### config.mk
export PLATFORM = sky130hd
export DESIGN_NAME = pdm_modulator
export DESIGN_NICKNAME = d
export VERILOG_FILES = /design/src/rtl/pdm_modulator.sv
export SDC_FILE = /design/constraint.sdc
export NUM_CORES = 1
export LEC_CHECK = 0
export CORE_ASPECT_RATIO = 0.6
export CORE_MARGIN = 1
export CORE_UTILIZATION = 40
export CTS_CLUSTER_SIZE = 14
export DETAILED_ROUTE_END_ITERATION = 12
export GPL_ROUTABILITY_DRIVEN = 0
export GPL_TIMING_DRIVEN = 0
export MAX_ROUTING_LAYER = met4
export PLACE_DENSITY = 0.61
export SLEW_MARGIN = 25
export SYNTH_ARGS = -nofsm -noshare
export SYNTH_HDL_FRONTEND = slang
export SYNTH_SLANG_ARGS = --single-unit
### constraint.sdc
create_clock -name clk -period 3.1 [get_ports clk]
set_input_delay 0.62 -clock clk [delete_from_list [all_inputs] [get_ports clk]]
set_output_delay 0.62 -clock clk [all_outputs]
set_load 0.005 [all_outputs]
### src/rtl/pdm_modulator.sv
// pdm_modulator: signed 8-bit PCM to 1-bit PDM via a small sample FIFO and a sigma-delta loop.
// Define PDM_SECOND_ORDER_EN to replace the first-order loop with a second-order error-feedback loop.
module pdm_modulator #(
    parameter int DIV   = 100,
    parameter int OSR   = 16,
    parameter int DEPTH = 4
) (
    input  logic                     clk,
    input  logic                     rst_n,
    input  logic                     enable,
    input  logic                     s_valid,
    output logic                     s_ready,
    input  logic [7:0]               s_data,
    output logic                     pdm_out,
    output logic                     bit_strobe,
    output logic                     underrun,
    output logic [$clog2(DEPTH):0]   fifo_level
);
    localparam int AW = $clog2(DEPTH);
    localparam int DW = $clog2(DIV);
    localparam int BW = $clog2(OSR);

    logic [7:0]    mem_q [DEPTH];
    logic [AW-1:0] rd_q, wr_q;
    logic [AW:0]   lvl_q, lvl_d;
    logic [DW-1:0] div_q, div_d;
    logic [BW-1:0] bit_q, bit_d;
    logic [7:0]    cur_q, x;
    logic          pdm_q, pdm_d, strobe_q, under_q;
    logic          push, tick, boundary, pop;

    assign s_ready    = lvl_q < (AW+1)'(DEPTH);
    assign push       = s_valid && s_ready;
    assign tick       = enable && div_q == DW'(DIV - 1);
    assign boundary   = tick && bit_q == '0;
    assign pop        = boundary && lvl_q != '0;
    assign pdm_out    = pdm_q;
    assign bit_strobe = strobe_q;
    assign underrun   = under_q;
    assign fifo_level = lvl_q;

`ifdef PDM_SECOND_ORDER_EN
    logic signed [11:0] i1_q, i1_d;
    logic signed [13:0] i2_q, i2_d;
    logic signed [15:0] xs, fb, t1, t2;
`else
    logic [7:0] acc_q, acc_d;
    logic [8:0] sum;
`endif

    // Next-state: sample selection, divider/bit counters and the modulator loop
    always_comb begin
        lvl_d = lvl_q + {{AW{1'b0}}, push} - {{AW{1'b0}}, pop};
        div_d = tick ? '0 : div_q + DW'(1);
        bit_d = tick ? bit_q + BW'(1) : bit_q;
        x     = bit_q != '0 ? cur_q : (pop ? mem_q[rd_q] : 8'd0);
`ifdef PDM_SECOND_ORDER_EN
        xs    = {{8{x[7]}}, x};
        fb    = pdm_q ? 16'sd128 : -16'sd128;
        t1    = {{4{i1_q[11]}}, i1_q} + xs - fb;
        i1_d  = t1 > 16'sd2047 ? 12'sd2047 : (t1 < -16'sd2047 ? -12'sd2047 : t1[11:0]);
        t2    = {{2{i2_q[13]}}, i2_q} + {{4{i1_d[11]}}, i1_d} - fb;
        i2_d  = t2 > 16'sd8191 ? 14'sd8191 : (t2 < -16'sd8191 ? -14'sd8191 : t2[13:0]);
        pdm_d = !i2_d[13];
`else
        sum   = {1'b0, acc_q} + {1'b0, ~x[7], x[6:0]};
        acc_d = sum[7:0];
        pdm_d = sum[8];
`endif
    end

    // FIFO storage; contents need no reset since pointers and level define validity
    always_ff @(posedge clk) begin
        if (push) mem_q[wr_q] <= s_data;
    end

    // Pointers, counters and registered outputs; enable low flushes only the datapath
    always_ff @(posedge clk or negedge rst_n) begin
        if (!rst_n) begin
            rd_q     <= '0;
            wr_q     <= '0;
            lvl_q    <= '0;
            div_q    <= '0;
            bit_q    <= '0;
            cur_q    <= '0;
            pdm_q    <= 1'b0;
            strobe_q <= 1'b0;
            under_q  <= 1'b0;
`ifdef PDM_SECOND_ORDER_EN
            i1_q     <= '0;
            i2_q     <= '0;
`else
            acc_q    <= '0;
`endif
        end else begin
            lvl_q <= lvl_d;
            if (push) wr_q <= wr_q + AW'(1);
            if (pop) rd_q <= rd_q + AW'(1);
            if (!enable) begin
                div_q    <= '0;
                bit_q    <= '0;
                cur_q    <= '0;
                pdm_q    <= 1'b0;
                strobe_q <= 1'b0;
                under_q  <= 1'b0;
`ifdef PDM_SECOND_ORDER_EN
                i1_q     <= '0;
                i2_q     <= '0;
`else
                acc_q    <= '0;
`endif
            end else begin
                div_q    <= div_d;
                bit_q    <= bit_d;
                strobe_q <= tick;
                under_q  <= boundary && lvl_q == '0;
                if (tick) begin
                    cur_q <= x;
                    pdm_q <= pdm_d;
`ifdef PDM_SECOND_ORDER_EN
                    i1_q  <= i1_d;
                    i2_q  <= i2_d;
`else
                    acc_q <= acc_d;
`endif
                end
            end
        end
    end
endmodule

==> impl_metrics.toml, run 1 <==
[clocking]
numCtsBuffers = 9
cts_tree = "built"
cts_root_buffer = "clkbuf_16"
clock_sinks = 69
clockBufferDepth = 2
cts_max_level = 3
cts.clk_slew.worst_paths_ns = 0.06
clk_latency_ns = 0.33

[route]
first_pass_iters = 6
final_antenna_net_count = 0
post_drt_wl_per_cell_um = 15.6
via_count = 2188
viasPerCell = 5.22
drt_drc_violations_left = 0
wirelength_um = 6540
drt_iter0_markers = 193

[sta]
skew_ns = 0.00604
fin_crit_sh_pct = 93.9
rsz0062_at_grt = "false"
slew_viol_final = 0
tightest_slew_ns = 0.553
timing_hold_violations_final = 0
fin_crit_ns = 2.91
max_slew_margin_pct = 63.0
fmax_ghz = 0.343
setup_tns_ns = 0
setup_violations = 0

[yosys]
synth.distinct_cells = 46
ys_async_sr_fraction_pct = 53.6
yosysSeqAreaShare_pct = 56.6
synth_flop_cell = "dfrtp_1"
synthAdderAreaFrac_pct = 7.96
synth-edff-count = 32
synthSimpleGateAreaFrac_pct = 13.5
synth_top_family_by_area = "simple AND/OR/NAND/NOR gates"
synth_compound_area_share_pct = 9.95
synth_mux_area_share_pct = 5.41
yosys.area.top_type_share_pct = 28.8
ys_top_cells_by_count = "37 x dfrtp_1, 32 x edfxtp_1, 28 x nand2_1"
ys_warn_count = 0
netlist_area_um2 = 3330
yosysMostFrequentCell = "dfrtp_1"
yosys-top-cells-area = "edfxtp_1 29%, dfrtp_1 28%, ha_1 6.8%, mux4_2 5.4%, nand2_1 3.2%"
yosysTopAreaCell = "edfxtp_1"
synth_xor_area_share_pct = 3.42
synth_fp_nets = 303
synth_seq_cells = 69
avgSynthCellArea_um2 = 12.3
postSynthCellCount = 271

[floorplanning]
rows = 25
core_area_um2 = 7980
dieArea_um2 = 8710
initial_utilization_pct = 41.8
die_x_um = 120
ios = 19
fp.dieH_um = 72.7

[final_layout]
layout.cells.non_filler = 419
n_fill_cell = 726
area_growth_pct = 22.3
diodes = 0
drive_gt1_share_pct = 18.6
final_nets = 338

[critical_path]
arrival_ns = 3.13
crit_end = "pdm_out$_DFFE_PN0P_"
end_kind = "register"
r2r_setup_slack_ns = 0.19
crit_fanout = 4
timing.rr.start = "bit_q[1]$_DFFE_PN0P_"
startpoint = "bit_q[1]$_DFFE_PN0P_"
worst-r2r-cell-count = 12
worstSetupPathType = "reg -> reg"
start_kind = "register"
cp.required_ns = 3.32
worstReg2RegEnd = "pdm_out$_DFFE_PN0P_"

[global_routing]
grt_max_degree = 25
grtUsageTotal_pct = 18.1
grt_pass1_wl_um = 11200
grt_pass1_vias = 2200
antenna_found_initial = 0
grt.overflow.total = 0

[outcome]
status = "finished, final reports clean"

[place]
port_buffers = 18
dp_hpwl_um = 4650
dp_cells = 398

[min_path]
hp-class = "in -> async"

[power_and_ir_drop]
vdd_ir_drop_max_v = 0.000308
cellLeakagePower_nw = 1.67
powerDensity_nw_per_um2 = 613

[flow_run]
max-cap-violations = 0
per-stage QoR:
step | area [µm²] | util, % | setup slack, ns | total power, W | hold slack [ns]
floorplan | 3330 | - | 0.164 | 0.00129 | 0.324
global placement | 3650 | 45.7 | -0.409 | 0.00142 | 0.483
detailed placement | 3660 | 45.9 | -0.415 | 0.00143 | 0.474
CTS | 4020 | 50.4 | 0.00632 | 0.00252 | 0.208
global route | 4080 | 51.1 | 0.0127 | 0.00261 | 0.228
finish | 4080 | 51.1 | 0.188 | 0.00250 | 0.196
cell families (layout without fill, tap and decap cells):
kind of cell / count (synthesis) / count (layout)
buffers and inverters: 25 / 65
flip-flops: 69 / 69
adder cells (fa/ha/maj): 20 / 20
XOR/XNOR: 13 / 13
multiplexers: 8 / 8
AND/OR/NAND/NOR: 87 / 87
AO/OA/AOI/OAI: 49 / 49
worst max-delay path, stage by stage, from the launching register on:
cell       delay [ns]
dfrtp_1          0.41
inv_1            0.06
ha_1             0.14
or3b_4           0.39
or3b_1           0.40
nand2_1          0.08
ha_2             0.19
inv_1            0.06
fa_2             0.36
nand2b_4         0.18
a21oi_4          0.14
o21ai_2          0.09
a2111oi_2        0.31
power by group:
part / internal (W) / total (W) / switching [W] / leakage, nW
combinational: 0.000148 / 0.000297 / 0.000149 / 0.729
sequential: 0.00106 / 0.00111 / 0.0000514 / 0.794
clock: 0.000699 / 0.00109 / 0.000386 / 0.151
total: 0.00191 / 0.00250 / 0.000586 / 1.67
layout make-up:
class                           count  area (µm²)  share of cell area [%]
Sequential cell                    69        1890                    46.3
Multi-Input combinational cell    177        1400                    34.3
Timing Repair Buffer               25         240                    5.89
Clock buffer                        9         225                    5.53
Tap cell                          108         135                    3.32
Clock inverter                      7        88.8                    2.18
Inverter                           15        56.3                    1.38
Buffer                              9        46.3                    1.14
state kept, by name, indices dropped and copies added, names as in the netlist:
name / cells
pdm_out: 1
wr_q: 2
mem_q: 32
div_q: 7
bit_q: 4
fifo_level: 3
cur_q: 8
rd_q: 2
acc_q: 8
bit_strobe: 1
underrun: 1
layer usage:
metal	part of all wire, %	GRT usage [%]
met3	5.6	5.31
met4	1.5	7.22
met1	53	25.6
met5	0	-
met2	40	24.1
placed cells by master, fill, tap and decap left out, drive strengths merged, types with 5 or more instances in the layout:
cell type	instances
dfrtp	37
edfxtp	32
nand2	28
nor2	18
ha	18
clkdlybuf4s50	17
o21ai	17
inv	16
clkbuf	13
buf	13
nand3	12
a21oi	9
mux4	8
xnor2	8
nor3	6
and2	6
xor2	5
o21ba	5
timing repair:
item                                    4_1_cts  5_1_grt
hold buffers                                  0        0
gates resized for setup                       7        9
pin swaps                                     1        4
setup buffers                                 2        4
endpoints found under the setup margin        4        7
how the worst min path moves through the flow:
stage          slack (ns)                    to                from  cells past startpoint
2_1_floorplan        0.32  acc_q[0]$_DFFE_PN0P_               rst_n                      0
3_3_place_gp         0.48    div_q[0]$_DFF_PN0_  div_q[0]$_DFF_PN0_                      1
3_5_place_dp         0.47    div_q[0]$_DFF_PN0_  div_q[0]$_DFF_PN0_                      1
4_1_cts              0.21  bit_strobe$_DFF_PN0_               rst_n                      1
5_1_grt              0.23  cur_q[4]$_DFFE_PN0P_               rst_n                      1
6_report             0.20  cur_q[4]$_DFFE_PN0P_               rst_n                      1
(Power assumes the default switching activity.)
==> inputs of run 2 (changes only) <==
- ABC_CLOCK_PERIOD_IN_PS: not set -> 3100
==> results of run 2 <==
Final layout, timing and power as in run 1 (identical DEF).
==> inputs of run 3 (changes only) <==
- PLACE_DENSITY: 0.61 -> 0.59
==> impl_metrics.toml, run 3 (synthesis gave the netlist of run 1 again) <==
[outcome]
status = "finished, final reports clean"

[power_and_ir_drop]
powerDensity_nw_per_um2 = 616
cellLeakagePower_nw = 1.67
vdd_ir_drop_max_v = 0.000372

[final_layout]
reg_top3 = "mem_q x32, acc_q x8, cur_q x8"
largest_reg_flops = 32
area_growth_pct = 22.1
diodes = 0
final_common_cell = "dfrtp_1"
drive_gt1_share_pct = 18.4
largest_register = "mem_q"
final_nets = 336
stdcell_area_um2 = 4070
layout_common_cells = "37 x dfrtp_1, 32 x edfxtp_1, 28 x nand2_1, 17 x nor2_1, 17 x clkdlybuf4s50_1"

[route]
final_antenna_net_count = 0
drt_iter0_markers = 177
drt_drc_violations_left = 0
wirelength_um = 6990
via_count = 2176
post_drt_wl_per_cell_um = 16.8
first_pass_iters = 5
viasPerCell = 5.22

[sta]
fin_crit_ns = 2.92
hold-worst-slack_ns = 0.155
tightest_slew_ns = 0.580
setup_ws_ns = 0.180
fmax_ghz = 0.342
slew_viol_final = 0
setup_violations = 0
rsz0062_at_grt = "false"
fin_crit_sh_pct = 94.2
max_slew_margin_pct = 61.3
setup_tns_ns = 0
skew_ns = 0.00868
timing_hold_violations_final = 0

[min_path]
hp-class = "in -> async"

[clocking]
cts_root_buffer = "clkbuf_16"
clockBufferDepth = 2
cts_tree = "built"
clk_latency_ns = 0.34
cts.clk_slew.worst_paths_ns = 0.06
numCtsBuffers = 9
cts_max_level = 3
clock_sinks = 69

[place]
dp_slack_ns = -0.428
place_area_um2 = 3660
port_buffers = 18
dp_hpwl_um = 4750

[global_routing]
grt_max_degree = 29
grt_pass1_vias = 2187
grt_pass1_wl_um = 11500
grt.overflow.total = 0
antenna_found_initial = 0
grtUsageTotal_pct = 18.8

[critical_path]
worstSetupPathType = "in -> reg"
start_kind = "input port"
crit_fanout = 10
cp.required_ns = 3.36
end_kind = "register"
arrival_ns = 3.18

[floorplanning]
die_x_um = 120
initial_utilization_pct = 41.8
dieArea_um2 = 8710
fp.dieH_um = 72.7
rows = 25
core_area_um2 = 7980
ios = 19

[flow_run]
max-cap-violations = 0
==> run 3: worst max-delay path, stage by stage <==
cell and delay (ns):
clkdlybuf4s50_1 0.54, buf_2 0.28, nand3_2 0.23, nor3b_2 0.31, ha_1 0.27, inv_1 0.06, ha_1 0.12, inv_1 0.05
fa_1 0.38, xnor2_1 0.18, xnor2_1 0.14
==> run 3: metrics by stage <==
stage | total power, W | cells | utilization [%]
after CTS | 0.00254 | 417 | 50.5
after global routing | 0.00262 | 417 | 51.0
final | 0.00250 | 417 | 51.0
after floorplan | 0.00129 | 271 | -
after detailed placement | 0.00144 | 398 | 45.9
after global placement | 0.00143 | 397 | 45.7
==> run 3: path summary, 6_finish.rpt <==
path | start | to | slack [ns] | depth (start not counted)
max in group asynchronous | rst_n | wr_q[1]$_DFFE_PN0P_ | 2.49 | 2
worst max register to register | bit_q[0]$_DFFE_PN0P_ | pdm_out$_DFFE_PN0P_ | 0.22 | 12
worst min register to register | div_q[0]$_DFF_PN0_ | div_q[0]$_DFF_PN0_ | 0.49 | 1
worst max-delay path | enable | fifo_level[2]$_DFF_PN0_ | 0.18 | 11
worst min-delay path | rst_n | pdm_out$_DFFE_PN0P_ | 0.16 | 1
min in group clk | div_q[0]$_DFF_PN0_ | div_q[0]$_DFF_PN0_ | 0.49 | 1
==> run 3: repair_timing <==
action,CTS,global route
hold buffers,0,0
buffers inserted,3,1
resized for setup,7,12
endpoints found under the setup margin,4,7
hold endpoints to repair,0,0
pin swaps,1,2
==> run 3: final cells by class <==
class	count	area, µm²
clock inverters	6	76.3
flip-flops and latches	69	1890
multi-input cells	177	1400
clock buffers	10	239
well taps	108	135
repair buffers	23	225
inverters	15	56.3
plain buffers	9	48.8
fillers	714	3910
==> run 3: routing by layer <==
layer	vias to the layer above	share of wire, %	GRT usage (%)
met5	-	0	-
met4	0	1.2	5.14
met3	8	5.6	6.95
met2	48	40	24.1
met1	1078	53	27.4
li1	1042	-	-
==> run 3: power by group <==
part / leakage [nW] / internal, W / switching (W)
sequential: 0.794 / 0.00106 / 0.0000498
combinational: 0.717 / 0.000149 / 0.000156
clock: 0.155 / 0.000715 / 0.000371
